[src/rtl/alu_operand_sequencer.sv]
// Operand entry and ALU issue controller: builds hex operands from key events, issues
// one start pulse, waits for done and holds the result. Optional timeout: ALU_SEQ_TIMEOUT_EN.
module alu_operand_sequencer #(
    parameter int unsigned WIDTH   = 8,
    parameter int unsigned TIMEOUT = 255
) (
    input  logic             clk,
    input  logic             rst,
    input  logic             key_pressed,
    input  logic [3:0]       key_code,
    input  logic             btn_enter,
    input  logic             btn_clear,
    input  logic [3:0]       sw_op,
    input  logic             alu_done,
    output logic [WIDTH-1:0] op_a,
    output logic [WIDTH-1:0] op_b,
    output logic [3:0]       opcode,
    output logic             alu_start,
    output logic             result_valid,
    output logic [2:0]       state,
    output logic             err
);

    localparam int unsigned DIGITS = WIDTH / 4;
    localparam int unsigned CntW   = $clog2(DIGITS + 1);
    localparam logic [CntW-1:0] DigitsC = CntW'(DIGITS);

    localparam logic [2:0] S_A    = 3'd0;
    localparam logic [2:0] S_B    = 3'd1;
    localparam logic [2:0] S_EXEC = 3'd2;
    localparam logic [2:0] S_WAIT = 3'd3;
    localparam logic [2:0] S_SHOW = 3'd4;

    if (WIDTH < 4 || (WIDTH % 4) != 0 || TIMEOUT < 1) begin : g_param_check
        $error("alu_operand_sequencer: illegal WIDTH/TIMEOUT");
    end

    logic             key_sync1_q, key_sync2_q, key_prev_q;
    logic             ent_prev_q, clr_prev_q;
    logic             key_ev, ent_ev, clr_ev;

    logic [2:0]       state_q, state_d;
    logic [WIDTH-1:0] op_a_q, op_a_d;
    logic [WIDTH-1:0] op_b_q, op_b_d;
    logic [3:0]       opcode_q, opcode_d;
    logic [CntW-1:0]  count_q, count_d;

`ifdef ALU_SEQ_TIMEOUT_EN
    localparam int unsigned TmoW = ($clog2(TIMEOUT + 1) > 8) ? $clog2(TIMEOUT + 1) : 8;
    localparam logic [TmoW-1:0] TmoLast = TmoW'(TIMEOUT - 1);

    logic [TmoW-1:0]  tmo_q, tmo_d;
    logic             err_q, err_d;
`endif

    // key_pressed is asynchronous: two sync flops, then a third for edge detection
    always_ff @(posedge clk) begin
        if (rst) begin
            key_sync1_q <= 1'b0;
            key_sync2_q <= 1'b0;
            key_prev_q  <= 1'b0;
            ent_prev_q  <= 1'b0;
            clr_prev_q  <= 1'b0;
        end else begin
            key_sync1_q <= key_pressed;
            key_sync2_q <= key_sync1_q;
            key_prev_q  <= key_sync2_q;
            ent_prev_q  <= btn_enter;
            clr_prev_q  <= btn_clear;
        end
    end

    assign key_ev = key_sync2_q & ~key_prev_q;
    assign ent_ev = btn_enter & ~ent_prev_q;
    assign clr_ev = btn_clear & ~clr_prev_q;

    always_comb begin
        state_d  = state_q;
        op_a_d   = op_a_q;
        op_b_d   = op_b_q;
        opcode_d = opcode_q;
        count_d  = count_q;
`ifdef ALU_SEQ_TIMEOUT_EN
        tmo_d    = tmo_q;
        err_d    = err_q;
`endif
        if (state_q > S_SHOW) begin
            // Illegal encoding: behave exactly as a reset
            state_d  = S_A;
            op_a_d   = '0;
            op_b_d   = '0;
            opcode_d = '0;
            count_d  = '0;
`ifdef ALU_SEQ_TIMEOUT_EN
            tmo_d    = '0;
            err_d    = 1'b0;
`endif
        end else if (clr_ev) begin
            state_d = S_A;
            op_a_d  = '0;
            op_b_d  = '0;
            count_d = '0;
`ifdef ALU_SEQ_TIMEOUT_EN
            err_d   = 1'b0;
`endif
        end else begin
            case (state_q)
                S_A: begin
                    if (ent_ev) begin
                        state_d = S_B;
                        count_d = '0;
                    end else if (key_ev && count_q < DigitsC) begin
                        op_a_d  = (op_a_q << 4) | WIDTH'(key_code);
                        count_d = count_q + 1'b1;
                    end
                end
                S_B: begin
                    if (ent_ev) begin
                        state_d  = S_EXEC;
                        opcode_d = sw_op;
                    end else if (key_ev && count_q < DigitsC) begin
                        op_b_d  = (op_b_q << 4) | WIDTH'(key_code);
                        count_d = count_q + 1'b1;
                    end
                end
                S_EXEC: begin
                    state_d = S_WAIT;
`ifdef ALU_SEQ_TIMEOUT_EN
                    tmo_d   = '0;
`endif
                end
                S_WAIT: begin
                    if (alu_done) begin
                        state_d = S_SHOW;
`ifdef ALU_SEQ_TIMEOUT_EN
                        err_d   = 1'b0;
                    end else if (tmo_q == TmoLast) begin
                        state_d = S_SHOW;
                        err_d   = 1'b1;
                    end else begin
                        tmo_d   = tmo_q + 1'b1;
`endif
                    end
                end
                S_SHOW: begin
                    if (ent_ev) begin
                        state_d = S_A;
                        op_a_d  = '0;
                        op_b_d  = '0;
                        count_d = '0;
`ifdef ALU_SEQ_TIMEOUT_EN
                        err_d   = 1'b0;
`endif
                    end
                end
                default: ;
            endcase
        end
    end

    always_ff @(posedge clk) begin
        if (rst) begin
            state_q  <= S_A;
            op_a_q   <= '0;
            op_b_q   <= '0;
            opcode_q <= '0;
            count_q  <= '0;
        end else begin
            state_q  <= state_d;
            op_a_q   <= op_a_d;
            op_b_q   <= op_b_d;
            opcode_q <= opcode_d;
            count_q  <= count_d;
        end
    end

`ifdef ALU_SEQ_TIMEOUT_EN
    always_ff @(posedge clk) begin
        if (rst) begin
            tmo_q <= '0;
            err_q <= 1'b0;
        end else begin
            tmo_q <= tmo_d;
            err_q <= err_d;
        end
    end

    assign err = err_q;
`else
    assign err = 1'b0;
`endif

    assign op_a         = op_a_q;
    assign op_b         = op_b_q;
    assign opcode       = opcode_q;
    assign state        = state_q;
    assign alu_start    = (state_q == S_EXEC);
    assign result_valid = (state_q == S_SHOW);

endmodule

[config.mk]
export PLATFORM = sky130hd
export DESIGN_NAME = alu_operand_sequencer
export DESIGN_NICKNAME = d
export VERILOG_FILES = /design/src/rtl/alu_operand_sequencer.sv
export SDC_FILE = /design/constraint.sdc
export NUM_CORES = 1
export LEC_CHECK = 0
export BUFFER_PORTS_ARGS = -buffer_cell sky130_fd_sc_hd__buf_4
export CORE_ASPECT_RATIO = 1.1
export CORE_MARGIN = 1.5
export CORE_UTILIZATION = 44
export DETAILED_ROUTE_END_ITERATION = 8
export GPL_TIMING_DRIVEN = 0
export PLACE_DENSITY = 0.74
export SLEW_MARGIN = 0
export SYNTH_ARGS = -nofsm -noshare
export SYNTH_HDL_FRONTEND = slang
export SYNTH_SLANG_ARGS = --single-unit
[constraint.sdc]
create_clock -name clk -period 1.4 [get_ports clk]
set_clock_uncertainty 0.05 [all_clocks]
set_input_delay 0.21 -clock clk [delete_from_list [all_inputs] [get_ports clk]]
set_output_delay 0.21 -clock clk [all_outputs]
set_load 0.005 [all_outputs]
# == Yosys cells after proc, flatten, opt, wreduce, memory -nomap -nowiden ==
# Index checks and enable logic that the tools add are counted.
# totals
regBits,30
memories,0
wordCells,64
ramBits,0
rom_bits,0
latch_bits,0
output_inout_bits,26
# op_classes
multipliers,0
addsub,1
mux,17
eq_ne,12
n_lt_le_gt_ge,2
shift,0
reduce_logical,13
div,0
n_bitwise,9
# ops
op,count
$mux W8,5
$pmux W8 S2,2
$or A8 B4 Y8,2
$pmux W3 S5,1
$ne A2 B2 Y1 const B,7
$mux W3,4
$mux W2,4
$reduce_and A4 Y1,2
$eq A3 B2 Y1 const B,2
$pmux W2 S3,1
$reduce_and A3 Y1,2
$reduce_and A5 Y1,1
$reduce_bool A5 Y1,1
$not A1 Y1,4
$reduce_bool A2 Y1,2
$and A1 B1 Y1,3
$eq A3 B1 Y1 const B,1
$eq A3 B3 Y1 const B,1
$gt A3 B3 Y1 const B,1
$logic_not A3 Y1,1
$reduce_bool A3 Y1,1
$reduce_or A3 Y1,1
$add A2 B1 Y2 const B,1
$lt A2 B2 Y1 const B,1
3 further kinds,3

# == Longest topological paths before layout ==
# logic_depth
word_depth,6
depth_mapped,6
ltp_nobuf,4

# == Worst setup path after synthesis ==
# Ideal clock, no wire load.
# synth_path
kind,register to register
start,register state_q[1] (netlist: state[1])
end,register op_a_q[0] (netlist: op_a[0])
stages_incl_launch_ff,5
setup_slack_ns,0.020
setup_ns,0.118
period_less_slack_ns,1.380
arrival_time_ns,1.212
required_time_ns,1.232
cell_sequence,dfxtp_1 > nor3b_2 > a31oi_4 > buf_6 > a32o_2
# synth_between
elab_chain_cells,3
# synth_lines
item,line,text
from (decl),42,"logic [2:0] state_q, state_d;"
from (signal assigned),169,state_q <= state_d;
$eq A3 B3 Y1 / $logic_not A3 Y1 (equally long branches),107,case (state_q)
"$ne A2 B1 Y1 (no source line), or another cell as far along",n/a,
$reduce_and A4 Y1 (no source line),n/a,
to (signal assigned),170,op_a_q <= op_a_d;
to (decl),43,"logic [WIDTH-1:0] op_a_q, op_a_d;"
# Parallel ways exist; a longest one is shown, timed or not.
# A chain may end at the register's enable or synchronous reset.

# == Worst setup path after layout ==
# layout_path
start,register state_q[1] (netlist: state[1])
end,register op_b_q[4] (netlist: op_b[4])
# layout_between
elab_chain_cells,3
# layout_lines
item,line,text
$eq A3 B1 Y1 / $eq A3 B3 Y1 (equally long branches),107,
"$ne A2 B2 Y1 (no source line), or another cell as far along",n/a,
$reduce_and A4 Y1 (no source line),n/a,
to (signal assigned),171,op_b_q <= op_b_d;
to (decl),44,"logic [WIDTH-1:0] op_b_q, op_b_d;"
# Parallel ways exist; a longest one is shown, timed or not.

==> results.sh <==
export IMPL_wirelength_mm=2.866
export IMPL_hold_buffers=0
export IMPL_cap_violations=0
export IMPL_crit_family="simple AND/OR/NAND/NOR gates"
export IMPL_clock_sinks=30
export IMPL_period_share_pct=108.5
export IMPL_cts_buffer_depth=2
export IMPL_nNetsFinal=177
export IMPL_slew_violations=0
export IMPL_grt_pass1_vias=985
export IMPL_port_buffers=38
export IMPL_fillCellCount=202
export IMPL_hpwl_mm=1.816
export IMPL_start_util_pct=47.32
export IMPL_synth_cells=104
export IMPL_layout_min_cycle_time_ps=1520
export IMPL_syn_num_nets=118
export IMPL_fmax_mhz=658.1
export IMPL_first_pass_iters=4
export IMPL_ant_nets=0
export IMPL_hold_viol=0
export IMPL_synth_area_sq_mm=0.001215
export IMPL_drc=0
export IMPL_synthFlopType="dfxtp_1"
export IMPL_crit_path_max_fanout=8
export IMPL_cts_tree="built"
export IMPL_synth_area_leaders="dfxtp_1 49%, a32o_2 7.4%, a32o_1 6.6%"
export IMPL_rsz0062_at_grt="true"
export IMPL_grtUsageTotal_pct=19.06
export IMPL_status="complete, but fails checks"
export IMPL_synth_top_cell_area_share_pct=49.43
export IMPL_violations="negative setup slack"
export IMPL_grt_max_degree=11
export IMPL_syn2layout_area_growth_pct=45.21
export IMPL_core_area_sq_mm=0.002567
export IMPL_yosys_warnings=0
export IMPL_cts_made_buffers=5
export IMPL_critPathLaunchType="flop"
export IMPL_dieArea_sq_mm=0.003086
export IMPL_slowest_delay_ps=370
export IMPL_cts_root_buffer="clkbuf_4"
export IMPL_h_tree_depth=2
export IMPL_cp_num_buf_inv=1
export IMPL_syn_avg_cell_area_sq_um=11.68
export IMPL_yosysMostFrequentCell="dfxtp_1"
export IMPL_drive_gt1_share_pct=55.83
export IMPL_vias_per_cell=5.572
export IMPL_path_clk_slew_ps=80
export IMPL_clock_latency_ps=330
export IMPL_dr_first_iter_drc_count=21
export IMPL_yosysUniqueCellTypes=37
export IMPL_totalPowerFinal_mw=1.511
export IMPL_place_ws_ps=-190.9
export IMPL_critical_path_class="flop to flop"
export IMPL_ioPinCount=40
export IMPL_vias=1081
export IMPL_setup_violations=17
export IMPL_ys_ff_latch=30
export IMPL_grt_pass1_wl_mm=4.215
export IMPL_end_kind="flop"
export IMPL_antenna_found_initial=0
export IMPL_hold_ws_ps=38.01
export IMPL_total_leakage_power_nw=0.7966
export IMPL_grt_overflow=0
export IMPL_synth_edff_count=0
export IMPL_layout_area_seq_sq_um=610.6
export IMPL_cp_cell_sequence="buf_6 > nor4b_4 > nand3_4 > nor2_4 > a32o_1"
export IMPL_multiInputGateArea_sq_um=630.6
export IMPL_utilization_pct=68.71
export IMPL_synthArstFlopShare_pct=0
export IMPL_synth_seq_area_share_pct=49.43
export IMPL_peakVddDrop_v=0.0007027
export IMPL_required_ps=1620
export IMPL_setup_ws_ps=-119.6
export IMPL_chipHeight_um=58.11
export IMPL_wl_per_cell_um=14.77
export IMPL_r2r_slack_ps=-120
export IMPL_yosysTopAreaCell="dfxtp_1"
export IMPL_diodes=0
export IMPL_chipWidth_um=53.10
export IMPL_worstPathArrival_ps=1740
export IMPL_powerDensity_mw_per_mm2=856.5
export IMPL_synth_common_cells="30 x dfxtp_1, 8 x a32o_1, 8 x a32o_2, 8 x nor2_1, 6 x nor2b_1"
export IMPL_gp_congestion=0.7506
export IMPL_fp_row_count=19
export IMPL_hold_class="input port to flop"
export IMPL_slowest_stage="dfxtp_4"
metrics by stage:
| stage | TNS, ps | cells | area (sq um) |
|---|---|---|---|
| after floorplan | 0 | 104 | 1215 |
| after global placement | -1724 | 173 | 1539 |
| after detailed placement | -2475 | 173 | 1539 |
| after CTS | -1219 | 189 | 1672 |
| after global routing | -2268 | 194 | 1764 |
| final | -1047 | 194 | 1764 |
cell families after synthesis:
kind of cell	after synthesis	synth area share, %
other cells	1	0.3087
simple gates	35	21.63
mux	4	3.296
flops	30	49.43
xor+xnor	1	0.7210
buf+inv	6	3.501
compound gates	27	21.11
cells in the final DEF, fill, tap and decap left out, drive strengths merged, types with 4 or more instances in the layout:
| cell | netlist | final |
|---|---|---|
| dfxtp | 30 | 30 |
| nor2 | 10 | 10 |
| a32o | 16 | 16 |
| mux2i | 4 | 4 |
| nor2b | 6 | 6 |
| clkbuf | 0 | 7 |
| nand3 | 4 | 5 |
| o21ai | 4 | 4 |
| buf | 4 | 55 |
path summary, 6_finish.rpt:
kind / startpoint / cells after the start / endpoint
worst max-delay path: state[1] / 5 / op_b[4]
worst min-delay path: rst / 2 / clr_prev_q
worst max register to register: state[1] / 5 / op_b[4]
worst min register to register: key_sync1_q / 1 / key_sync2_q
repair_timing:
action | CTS | global route
endpoints found under the hold margin | 0 | 0
pin swaps | 12 | 15
endpoints found under the setup margin | 22 | 24
resized for setup | 9 | 15
buffers inserted | 7 | 5
cloned | 2 | 0
power breakdown:
part / switching [mW] / internal [mW] / total, mW
registers: 0.0147 / 0.863 / 0.878
logic: 0.0825 / 0.0946 / 0.177
clock network: 0.267 / 0.189 / 0.456
state kept, by name (all words and copies together) (netlist names), 2 cells and up:
signal and cells:
op_a 8, op_b 8, opcode 4, state 3
count_q 2
metal layers:
layer / vias to the layer above / routed length [um] / global-route usage, %
met1: 502 / 1030 / 21.01
met5: - / 0 / 0
li1: 512 / - / -
met4: 0 / 96 / 9.524
met2: 55 / 1502 / 30.89
met3: 12 / 237 / 8.247
cell type report:
type	instances	share of cell area, %
multi-input cells	69	35.74
well taps	31	2.199
inverters	2	0.5674
flip-flops and latches	30	34.61
clock buffers	7	2.553
plain buffers	4	2.340
repair buffers	51	21.99
Note: power is estimated with default switching activity, not from simulation.
